--- src/rtl/alu_decode_stage.sv ---
// RV32I decode stage: turns an instruction word into ALU control, operand
// selects and a sign-extended immediate, held in a single-entry pipeline
// register with valid/ready handshaking on both sides.
module alu_decode_stage (
  input  logic        clk,
  input  logic        rst_n,
  input  logic        flush,
  input  logic        in_valid,
  output logic        in_ready,
  input  logic [31:0] instr,
  output logic        out_valid,
  input  logic        out_ready,
  output logic [3:0]  alu_control,
  output logic        src1_sel,
  output logic        src2_sel,
  output logic [31:0] imm,
  output logic        illegal
);

  localparam logic [6:0] OP_R      = 7'b0110011;
  localparam logic [6:0] OP_I_ALU  = 7'b0010011;
  localparam logic [6:0] OP_LUI    = 7'b0110111;
  localparam logic [6:0] OP_AUIPC  = 7'b0010111;
  localparam logic [6:0] OP_LOAD   = 7'b0000011;
  localparam logic [6:0] OP_STORE  = 7'b0100011;
  localparam logic [6:0] OP_JALR   = 7'b1100111;
  localparam logic [6:0] OP_JAL    = 7'b1101111;
  localparam logic [6:0] OP_BRANCH = 7'b1100011;

  localparam logic [6:0] F7_BASE = 7'b0000000;
  localparam logic [6:0] F7_ALT  = 7'b0100000;

  localparam logic [3:0] ALU_ADD  = 4'b0000;
  localparam logic [3:0] ALU_SUB  = 4'b0001;
  localparam logic [3:0] ALU_SLL  = 4'b0011;
  localparam logic [3:0] ALU_SLT  = 4'b0100;
  localparam logic [3:0] ALU_XOR  = 4'b0101;
  localparam logic [3:0] ALU_SLTU = 4'b0110;
  localparam logic [3:0] ALU_SRL  = 4'b0111;
  localparam logic [3:0] ALU_SRA  = 4'b1000;
  localparam logic [3:0] ALU_OR   = 4'b1001;
  localparam logic [3:0] ALU_AND  = 4'b1011;
  localparam logic [3:0] ALU_PASS = 4'b1111;

  // Operation selected by funct3 when funct7 is the base encoding (R and I-ALU).
  function automatic logic [3:0] base_op(input logic [2:0] f3);
    case (f3)
      3'b000:  base_op = ALU_ADD;
      3'b001:  base_op = ALU_SLL;
      3'b010:  base_op = ALU_SLT;
      3'b011:  base_op = ALU_SLTU;
      3'b100:  base_op = ALU_XOR;
      3'b101:  base_op = ALU_SRL;
      3'b110:  base_op = ALU_OR;
      3'b111:  base_op = ALU_AND;
      default: base_op = ALU_ADD;
    endcase
  endfunction

  logic [6:0]  opcode;
  logic [2:0]  funct3;
  logic [6:0]  funct7;
  logic [31:0] imm_i, imm_s, imm_b, imm_u, imm_j;

  assign opcode = instr[6:0];
  assign funct3 = instr[14:12];
  assign funct7 = instr[31:25];

  assign imm_i = {{20{instr[31]}}, instr[31:20]};
  assign imm_s = {{20{instr[31]}}, instr[31:25], instr[11:7]};
  assign imm_b = {{19{instr[31]}}, instr[31], instr[7], instr[30:25], instr[11:8], 1'b0};
  assign imm_u = {instr[31:12], 12'h000};
  assign imm_j = {{11{instr[31]}}, instr[31], instr[19:12], instr[20], instr[30:21], 1'b0};

  logic [3:0]  raw_ctrl;
  logic        raw_src1;
  logic        raw_src2;
  logic [31:0] raw_imm;
  logic        dec_ill;

  // Decode the incoming word; illegal encodings are flagged here and zeroed below.
  always_comb begin
    raw_ctrl = ALU_ADD;
    raw_src1 = 1'b0;
    raw_src2 = 1'b0;
    raw_imm  = 32'h0000_0000;
    dec_ill  = 1'b0;
    case (opcode)
      OP_R: begin
        if (funct7 == F7_BASE) begin
          raw_ctrl = base_op(funct3);
        end else if ((funct7 == F7_ALT) && (funct3 == 3'b000)) begin
          raw_ctrl = ALU_SUB;
        end else if ((funct7 == F7_ALT) && (funct3 == 3'b101)) begin
          raw_ctrl = ALU_SRA;
        end else begin
          dec_ill = 1'b1;
        end
      end
      OP_I_ALU: begin
        raw_src2 = 1'b1;
        raw_imm  = imm_i;
        if (funct3 == 3'b001) begin
          raw_ctrl = ALU_SLL;
          dec_ill  = (funct7 != F7_BASE);
        end else if (funct3 == 3'b101) begin
          if (funct7 == F7_BASE) begin
            raw_ctrl = ALU_SRL;
          end else if (funct7 == F7_ALT) begin
            raw_ctrl = ALU_SRA;
          end else begin
            dec_ill = 1'b1;
          end
        end else begin
          raw_ctrl = base_op(funct3);
        end
      end
      OP_LUI: begin
        raw_ctrl = ALU_PASS;
        raw_src2 = 1'b1;
        raw_imm  = imm_u;
      end
      OP_AUIPC: begin
        raw_src1 = 1'b1;
        raw_src2 = 1'b1;
        raw_imm  = imm_u;
      end
      OP_LOAD, OP_JALR: begin
        raw_src2 = 1'b1;
        raw_imm  = imm_i;
      end
      OP_STORE: begin
        raw_src2 = 1'b1;
        raw_imm  = imm_s;
      end
      OP_JAL: begin
        raw_src1 = 1'b1;
        raw_src2 = 1'b1;
        raw_imm  = imm_j;
      end
      OP_BRANCH: begin
        raw_imm = imm_b;
        case (funct3)
          3'b000, 3'b001: raw_ctrl = ALU_SUB;
          3'b100, 3'b101: raw_ctrl = ALU_SLT;
          3'b110, 3'b111: raw_ctrl = ALU_SLTU;
          default:        dec_ill  = 1'b1;
        endcase
      end
      default: dec_ill = 1'b1;
    endcase
  end

  // An illegal entry is still issued, but with all decoded fields forced to zero.
  logic [3:0]  alu_control_d;
  logic        src1_sel_d;
  logic        src2_sel_d;
  logic [31:0] imm_d;

  assign alu_control_d = dec_ill ? ALU_ADD       : raw_ctrl;
  assign src1_sel_d    = dec_ill ? 1'b0          : raw_src1;
  assign src2_sel_d    = dec_ill ? 1'b0          : raw_src2;
  assign imm_d         = dec_ill ? 32'h0000_0000 : raw_imm;

  logic        out_valid_q;
  logic [3:0]  alu_control_q;
  logic        src1_sel_q;
  logic        src2_sel_q;
  logic [31:0] imm_q;
  logic        illegal_q;
  logic        capture;

  assign in_ready = !out_valid_q || out_ready;
  assign capture  = in_valid && in_ready;

  // Pipeline register: flush wins over capture, capture replaces, consume empties.
  always_ff @(posedge clk or negedge rst_n) begin
    if (!rst_n) begin
      out_valid_q   <= 1'b0;
      alu_control_q <= 4'b0000;
      src1_sel_q    <= 1'b0;
      src2_sel_q    <= 1'b0;
      imm_q         <= 32'h0000_0000;
      illegal_q     <= 1'b0;
    end else if (flush) begin
      out_valid_q <= 1'b0;
    end else if (capture) begin
      out_valid_q   <= 1'b1;
      alu_control_q <= alu_control_d;
      src1_sel_q    <= src1_sel_d;
      src2_sel_q    <= src2_sel_d;
      imm_q         <= imm_d;
      illegal_q     <= dec_ill;
    end else if (out_ready) begin
      out_valid_q <= 1'b0;
    end else begin
      out_valid_q <= out_valid_q;
    end
  end

  assign out_valid   = out_valid_q;
  assign alu_control = alu_control_q;
  assign src1_sel    = src1_sel_q;
  assign src2_sel    = src2_sel_q;
  assign imm         = imm_q;
  assign illegal     = illegal_q;

endmodule

--- config.mk ---
export PLATFORM = sky130hd
export DESIGN_NAME = alu_decode_stage
export DESIGN_NICKNAME = d
export VERILOG_FILES = /design/src/rtl/alu_decode_stage.sv
export SDC_FILE = /design/constraint.sdc
export NUM_CORES = 1
export LEC_CHECK = 0
export CAP_MARGIN = 20
export CORE_MARGIN = 2
export CORE_UTILIZATION = 39
export DETAILED_ROUTE_END_ITERATION = 16
export PLACE_DENSITY = 0.76
export SKIP_CTS_REPAIR_TIMING = 1
export SLEW_MARGIN = 25
export SYNTH_ARGS = -nofsm -noshare
export SYNTH_HDL_FRONTEND = slang
export SYNTH_SLANG_ARGS = --single-unit
--- constraint.sdc ---
create_clock -name clk -period 3.1 [get_ports clk]
set_clock_uncertainty 0.15 [all_clocks]
set_input_delay 0.93 -clock clk [delete_from_list [all_inputs] [get_ports clk]]
set_output_delay 0.93 -clock clk [all_outputs]
set_load 0.03 [all_outputs]
==> impl_metrics.env, run 1 <==
export IMPL_die_h_um=81.93
export IMPL_antenna_found_initial=0
export IMPL_cp_arrival_ns=1.97
export IMPL_numClockSinks=40
export IMPL_cp_end_kind="primary output"
export IMPL_start_util_pct=40.24
export IMPL_critPathTopFamily="buffers and inverters"
export IMPL_finalWirelength_um=7152
export IMPL_syn_area_sq_mm=0.002369
export IMPL_crit_chain="clkdlybuf4s50_1 > and2b_2 > buf_4 > inv_1 > buf_6"
export IMPL_drive_above_1_share_pct=17.51
export IMPL_p_leak_nw=1.550
export IMPL_grt_pass1_wl_um=11450
export IMPL_power_density_mw_per_mm2=336.5
export IMPL_wl_per_cell_um=17.36
export IMPL_cp_start_kind="primary input"
export IMPL_max_freq_ghz=0.3276
export IMPL_ant_nets=0
export IMPL_rsz0062_at_grt="false"
export IMPL_hpwlAfterDp_um=5356
export IMPL_final_hold_viol_count=0
export IMPL_crit_slowest_cell="clkdlybuf4s50_1"
export IMPL_io_pins=78
export IMPL_io_buffer_count=77
export IMPL_cts_max_level=2
export IMPL_stdcell_area_sq_mm=0.003482
export IMPL_slew_violations=0
export IMPL_viasPerCell=5.549
export IMPL_clock_latency_ns=0.30
export IMPL_core_area_sq_mm=0.005886
export IMPL_setup_tns_ns=0
export IMPL_dpl_instance_area_sq_mm=0.003352
export IMPL_netlist_instances=236
export IMPL_drt_initial_drc_count=141
export IMPL_cp_required_ns=2.02
export IMPL_drtPass1Iterations=4
export IMPL_slew_limit_headroom_pct=40.21
export IMPL_drc=0
export IMPL_postSynthAreaPerCell_sq_um=10.04
export IMPL_synth_flop_cell="dfrtp_1"
export IMPL_gr_total_overflow=0
export IMPL_status="complete, no violations"
export IMPL_yosysSeqAreaShare_pct=42.26
export IMPL_period_share_pct=98.46
export IMPL_finalSetupViolCount=0
export IMPL_final_nets=378
export IMPL_path_buf_inv=4
export IMPL_globalplace_congestion=0.8384
export IMPL_synth_seq_cells=40
export IMPL_worst_path_max_fanout=2
export IMPL_whs_ns=0.3402
export IMPL_hp_class="register to register"
export IMPL_critPathKind="primary input to primary output"
export IMPL_ys_async_sr_fraction_pct=100.0
export IMPL_cp_slowest_stage_delay_ns=0.45
export IMPL_dieArea_sq_mm=0.006713
export IMPL_drv_cap=0
export IMPL_grt_max_degree=41
export IMPL_diodes=0
export IMPL_finalCriticalPeriod_ns=3.052
export IMPL_clk_pin_slew_ns=0.09
export IMPL_vias=2286
export IMPL_areaGrowthSynthToFinish_pct=47.02
export IMPL_ys_types=55
export IMPL_irDropWorstVdd_v=0.0001626
export IMPL_yosys_warnings=0
export IMPL_syn_num_nets=278
export IMPL_clock_path_buffers=2
export IMPL_worstMarginPinSlew_ns=0.8968
export IMPL_grt_use_total_pct=22.62
export IMPL_die_x_um=81.93
export IMPL_grt_pass1_vias=2293
export IMPL_synth_enable_flop_cells=0
export IMPL_cts_tree="done"
export IMPL_rows=28
export IMPL_cts_root_buf="clkbuf_8"
export IMPL_cts_inserted_buffers=5
-- tightest hold or removal path, stage by stage, from the launching register on --
cell and delay (ns):
dfrtp_1 0.35, nand2_1 0.05, o21ai_0 0.06
-- synth_stat cells (4+ instances only) --
master | number | share of area, %
dfrtp_1 | 40 | 42
nand2_1 | 19 | 3.0
a21oi_1 | 17 | 3.6
o21ai_0 | 17 | 3.6
a22o_1 | 16 | 5.9
a32o_1 | 12 | 5.1
nor2_1 | 10 | 1.6
a21o_1 | 8 | 2.5
clkbuf_1 | 7 | 1.1
inv_1 | 7 | 1.1
nand3_1 | 6 | 1.3
a22o_2 | 5 | 2.1
ha_1 | 5 | 2.6
and2_1 | 4 | 1.1
nand2b_1 | 4 | 1.1
-- stage by stage --
stage / std cells / worst slack, ns / util [%] / total power [mW]
6_report: 412 / 0.04780 / 59.16 / 1.172
5_1_grt: 412 / 0.007877 / 59.16 / 1.214
4_1_cts: 412 / -0.01217 / 59.01 / 1.179
3_5_place_dp: 404 / -0.3343 / 56.95 / 0.7217
3_3_place_gp: 404 / -0.2542 / 56.95 / 0.7194
2_1_floorplan: 236 / 0.5576 / - / 0.6063
-- area by class of cell --
| class | count | area, sq um |
|---|---|---|
| Clock buffer | 6 | 82.58 |
| Sequential cell | 40 | 1001 |
| Inverter | 7 | 26.28 |
| Tap cell | 75 | 93.84 |
| Multi-Input combinational cell | 172 | 1225 |
| Fill cell | 536 | 2404 |
| Timing Repair Buffer | 110 | 1015 |
| Clock inverter | 2 | 38.79 |
-- final timing paths --
check	cells past startpoint	slack (ns)	end	startpoint
worst min register to register	2	0.34	imm[26]	imm[26]
worst max-delay path	5	0.05	in_ready	out_ready
worst min-delay path	2	0.34	imm[26]	imm[26]
min in group asynchronous	1	0.60	imm[16]	rst_n
max in group asynchronous	1	1.64	out_valid	rst_n
worst max register to register	5	0.89	imm[18]	out_valid
-- power by group --
group | switching (mW) | internal, mW | total (mW)
combinational | 0.0962 | 0.0913 | 0.188
sequential | 0.00150 | 0.524 | 0.525
clock | 0.196 | 0.263 | 0.459
total | 0.294 | 0.878 | 1.17
-- registers in the layout (all words and copies together) (netlist names) --
signal       flops
src2_sel         1
imm             32
src1_sel         1
out_valid        1
illegal          1
alu_control      4
-- cells by family after synthesis --
kind of cell / share of synthesized area (%)
AOI/OAI and AO/OA: 30.43
and+or+nand+nor: 18.07
DFF: 42.26
buffers and inverters: 6.234
adders and majority gates: 2.641
xor gates and xnor gates: 0.3699
-- metal layers --
layer / track usage (%) / share of wire [%] / wire, um
met2: 37.15 / 48 / 3449
met1: 30.36 / 46 / 3269
met5: 0 / 0 / 0
met4: 5.333 / 1.1 / 77
met3: 5.055 / 5.0 / 356
-- cells in the final DEF (no fill, tap or decap), types with 3 or more instances in the layout --
cell type and instances:
a22o_1 16, a22o_2 5, inv_1 7, nand4_1 3, clkdlybuf4s50_1 75, nand3_1 6, nor2_1 9, buf_4 33
a21oi_1 17, and2b_2 3, o21ai_0 17, nand2_1 19, a21o_1 8, clkbuf_8 6, nand2b_1 4, and2_1 4
a32o_1 12, ha_1 5, dfrtp_1 40
(Power assumes the default switching activity.)
==> inputs of run 2 (changes only) <==
--- a/config.mk
+++ b/config.mk
@@ -8,8 +8,9 @@
 export CAP_MARGIN = 20
 export CORE_MARGIN = 2
 export CORE_UTILIZATION = 39
+export CTS_CLUSTER_DIAMETER = 200
 export DETAILED_ROUTE_END_ITERATION = 16
-export PLACE_DENSITY = 0.76
+export PLACE_DENSITY = 0.79
 export SKIP_CTS_REPAIR_TIMING = 1
 export SLEW_MARGIN = 25
 export SYNTH_ARGS = -nofsm -noshare
==> run 2 against run 1 <==
- flip-flop and latch count is the same
- utilization is 0.77 points higher
- worst setup slack better by 0.13 ns
- first-iteration DRC count down 16%
- sequential power about the same
- via count is 1.1% higher
- critical endpoint unchanged
- power shrank 1.3%
- clock power fell by 3%
- non-clock buffer count rose by 6
==> impl_metrics.env, run 2 (same netlist as run 1, synthesis figures left out) <==
export IMPL_cts_inserted_buffers=5
export IMPL_drv_cap=0
export IMPL_min_from="imm[27]"
export IMPL_p_sw_share_pct=25.70
export IMPL_period_share_pct=94.34
export IMPL_r2r_start="out_valid"
export IMPL_grt_use_total_pct=20.86
export IMPL_grt_pass1_wl_um=10710
export IMPL_slew_limit_headroom_pct=41.85
export IMPL_cts_max_level=2
export IMPL_dp_cells=410
export IMPL_diodes=0
export IMPL_antenna_found_initial=0
export IMPL_rsz0062_at_grt="false"
export IMPL_timing_final_ws_setup_ns=0.1755
export IMPL_drt_initial_drc_count=118
export IMPL_die_x_um=81.93
export IMPL_start_util_pct=40.24
export IMPL_layout_commonest_cell="clkdlybuf4s50_1"
export IMPL_die_h_um=81.93
export IMPL_p_int_mw=0.8592
export IMPL_clock_path_buffers=2
export IMPL_drive_above_1_share_pct=18.66
export IMPL_power_frac_clock_pct=38.4
export IMPL_cp_required_ns=2.02
export IMPL_finalSetupViolCount=0
export IMPL_irDropWorstVdd_v=0.0002887
export IMPL_post_place_ws_ns=-0.3101
export IMPL_drtPass1Iterations=4
export IMPL_critPathTopFamily="buffers and inverters"
export IMPL_crit_chain="clkdlybuf4s50_1 > and2b_2 > inv_1 > buf_4"
export IMPL_largest_reg_flops=32
export IMPL_worst_path_max_fanout=3
export IMPL_clk_pin_slew_ns=0.08
export IMPL_final_hold_viol_count=0
export IMPL_crit_slowest_cell="clkdlybuf4s50_1"
export IMPL_final_nets=384
export IMPL_slew_violations=0
export IMPL_combPwrFrac_pct=16.2
export IMPL_vias=2312
export IMPL_viasPerCell=5.531
export IMPL_core_area_sq_mm=0.005886
export IMPL_cp_slowest_stage_delay_ns=0.44
export IMPL_worstMarginPinSlew_ns=0.8722
export IMPL_numClockSinks=40
export IMPL_ant_nets=0
export IMPL_finalWirelength_um=6806
export IMPL_areaGrowthSynthToFinish_pct=48.92
export IMPL_finalCriticalPeriod_ns=2.924
export IMPL_io_pins=78
export IMPL_hpwlAfterDp_um=5205
export IMPL_dieArea_sq_mm=0.006713
export IMPL_critPathKind="primary input to primary output"
export IMPL_io_buffer_count=77
export IMPL_critical_path_startpoint="out_ready"
export IMPL_cp_start_kind="primary input"
export IMPL_setup_tns_ns=0
export IMPL_fillers=491
export IMPL_power_frac_seq_pct=45.4
export IMPL_p_leak_nw=1.571
export IMPL_drc=0
export IMPL_cts_root_buf="clkbuf_8"
export IMPL_final_cell_mix="75 x clkdlybuf4s50_1, 40 x dfrtp_1, 39 x buf_4, 19 x nand2_1"
export IMPL_clock_latency_ns=0.30
export IMPL_cts_tree="done"
export IMPL_grt_max_degree=41
export IMPL_globalplace_congestion=0.9060
export IMPL_rows=28
export IMPL_wl_per_cell_um=16.28
export IMPL_p_switching_mw=0.2972
export IMPL_final_cell_count_no_fill=418
export IMPL_cp_end_kind="primary output"
export IMPL_power_density_mw_per_mm2=327.9
export IMPL_max_freq_ghz=0.3419
export IMPL_cp_arrival_ns=1.84
export IMPL_status="complete, no violations"
export IMPL_hp_class="register to register"
export IMPL_gr_total_overflow=0
export IMPL_grt_pass1_vias=2260
export IMPL_path_buf_inv=3
## run 2: cell count changes in the layout (fill, tap and decap cells not counted), sizes merged
cell,previous run,this run
buf,35,41
clkbuf,6,5
clkinv,1,0
clkinvlp,0,1
inv,7,8
## run 2: per-layer routing
metal  vias to the layer above  GRT usage [%]  wire length, um
li1                       1104              -                -
met1                      1124          27.27             3052
met2                        79          35.28             3293
met3                         5          5.055              428
met4                         0          4.000               31
met5                         -              0                0
## run 2: final timing paths
path | cells after the start | slack [ns] | end
min reg2reg | 2 | 0.35 | imm[27]
max reg2reg | 6 | 1.02 | imm[26]
max | 4 | 0.18 | in_ready
max in group asynchronous | 1 | 1.66 | imm[24]
min | 2 | 0.35 | imm[27]
min in group asynchronous | 1 | 0.59 | out_valid
## run 2: power groups by stage
stage / logic [mW] / clock network [mW] / registers, mW
after floorplan: 0.0662 / 0 / 0.540
after global placement: 0.186 / 0 / 0.535
after detailed placement: 0.187 / 0 / 0.535
after CTS: 0.188 / 0.458 / 0.525
after global routing: 0.203 / 0.478 / 0.525
final: 0.187 / 0.444 / 0.525
## run 2: cell type report
class	count	area (sq um)	share of cell area, %
inverter	7	26.28	0.7449
timing repair buffer	116	1069	30.29
tap	75	93.84	2.661
multi-input combinational	172	1222	34.66
sequential	40	1001	28.38
clock buffer	5	68.82	1.951
clock inverter	3	46.29	1.313
## run 2: worst register-to-register path, stage by stage (launching register included)
cell and delay (ns):
dfrtp_1 0.38, and2b_2 0.22, nor4b_4 0.28, o2111ai_2 0.16
buf_4 0.18, or2_1 0.36, o21ai_0 0.26
## run 2: metrics by stage
stage / power (mW) / hold WS (ns) / util, % / area [sq um]
after global placement: 0.7213 / 0.3154 / 57.93 / 3410
after CTS: 1.171 / 0.3536 / 59.89 / 3525
after floorplan: 0.6063 / 0.4844 / - / 2369
final: 1.156 / 0.3525 / 59.93 / 3527
after global routing: 1.206 / 0.3676 / 59.93 / 3527
after detailed placement: 0.7220 / 0.3295 / 57.93 / 3410
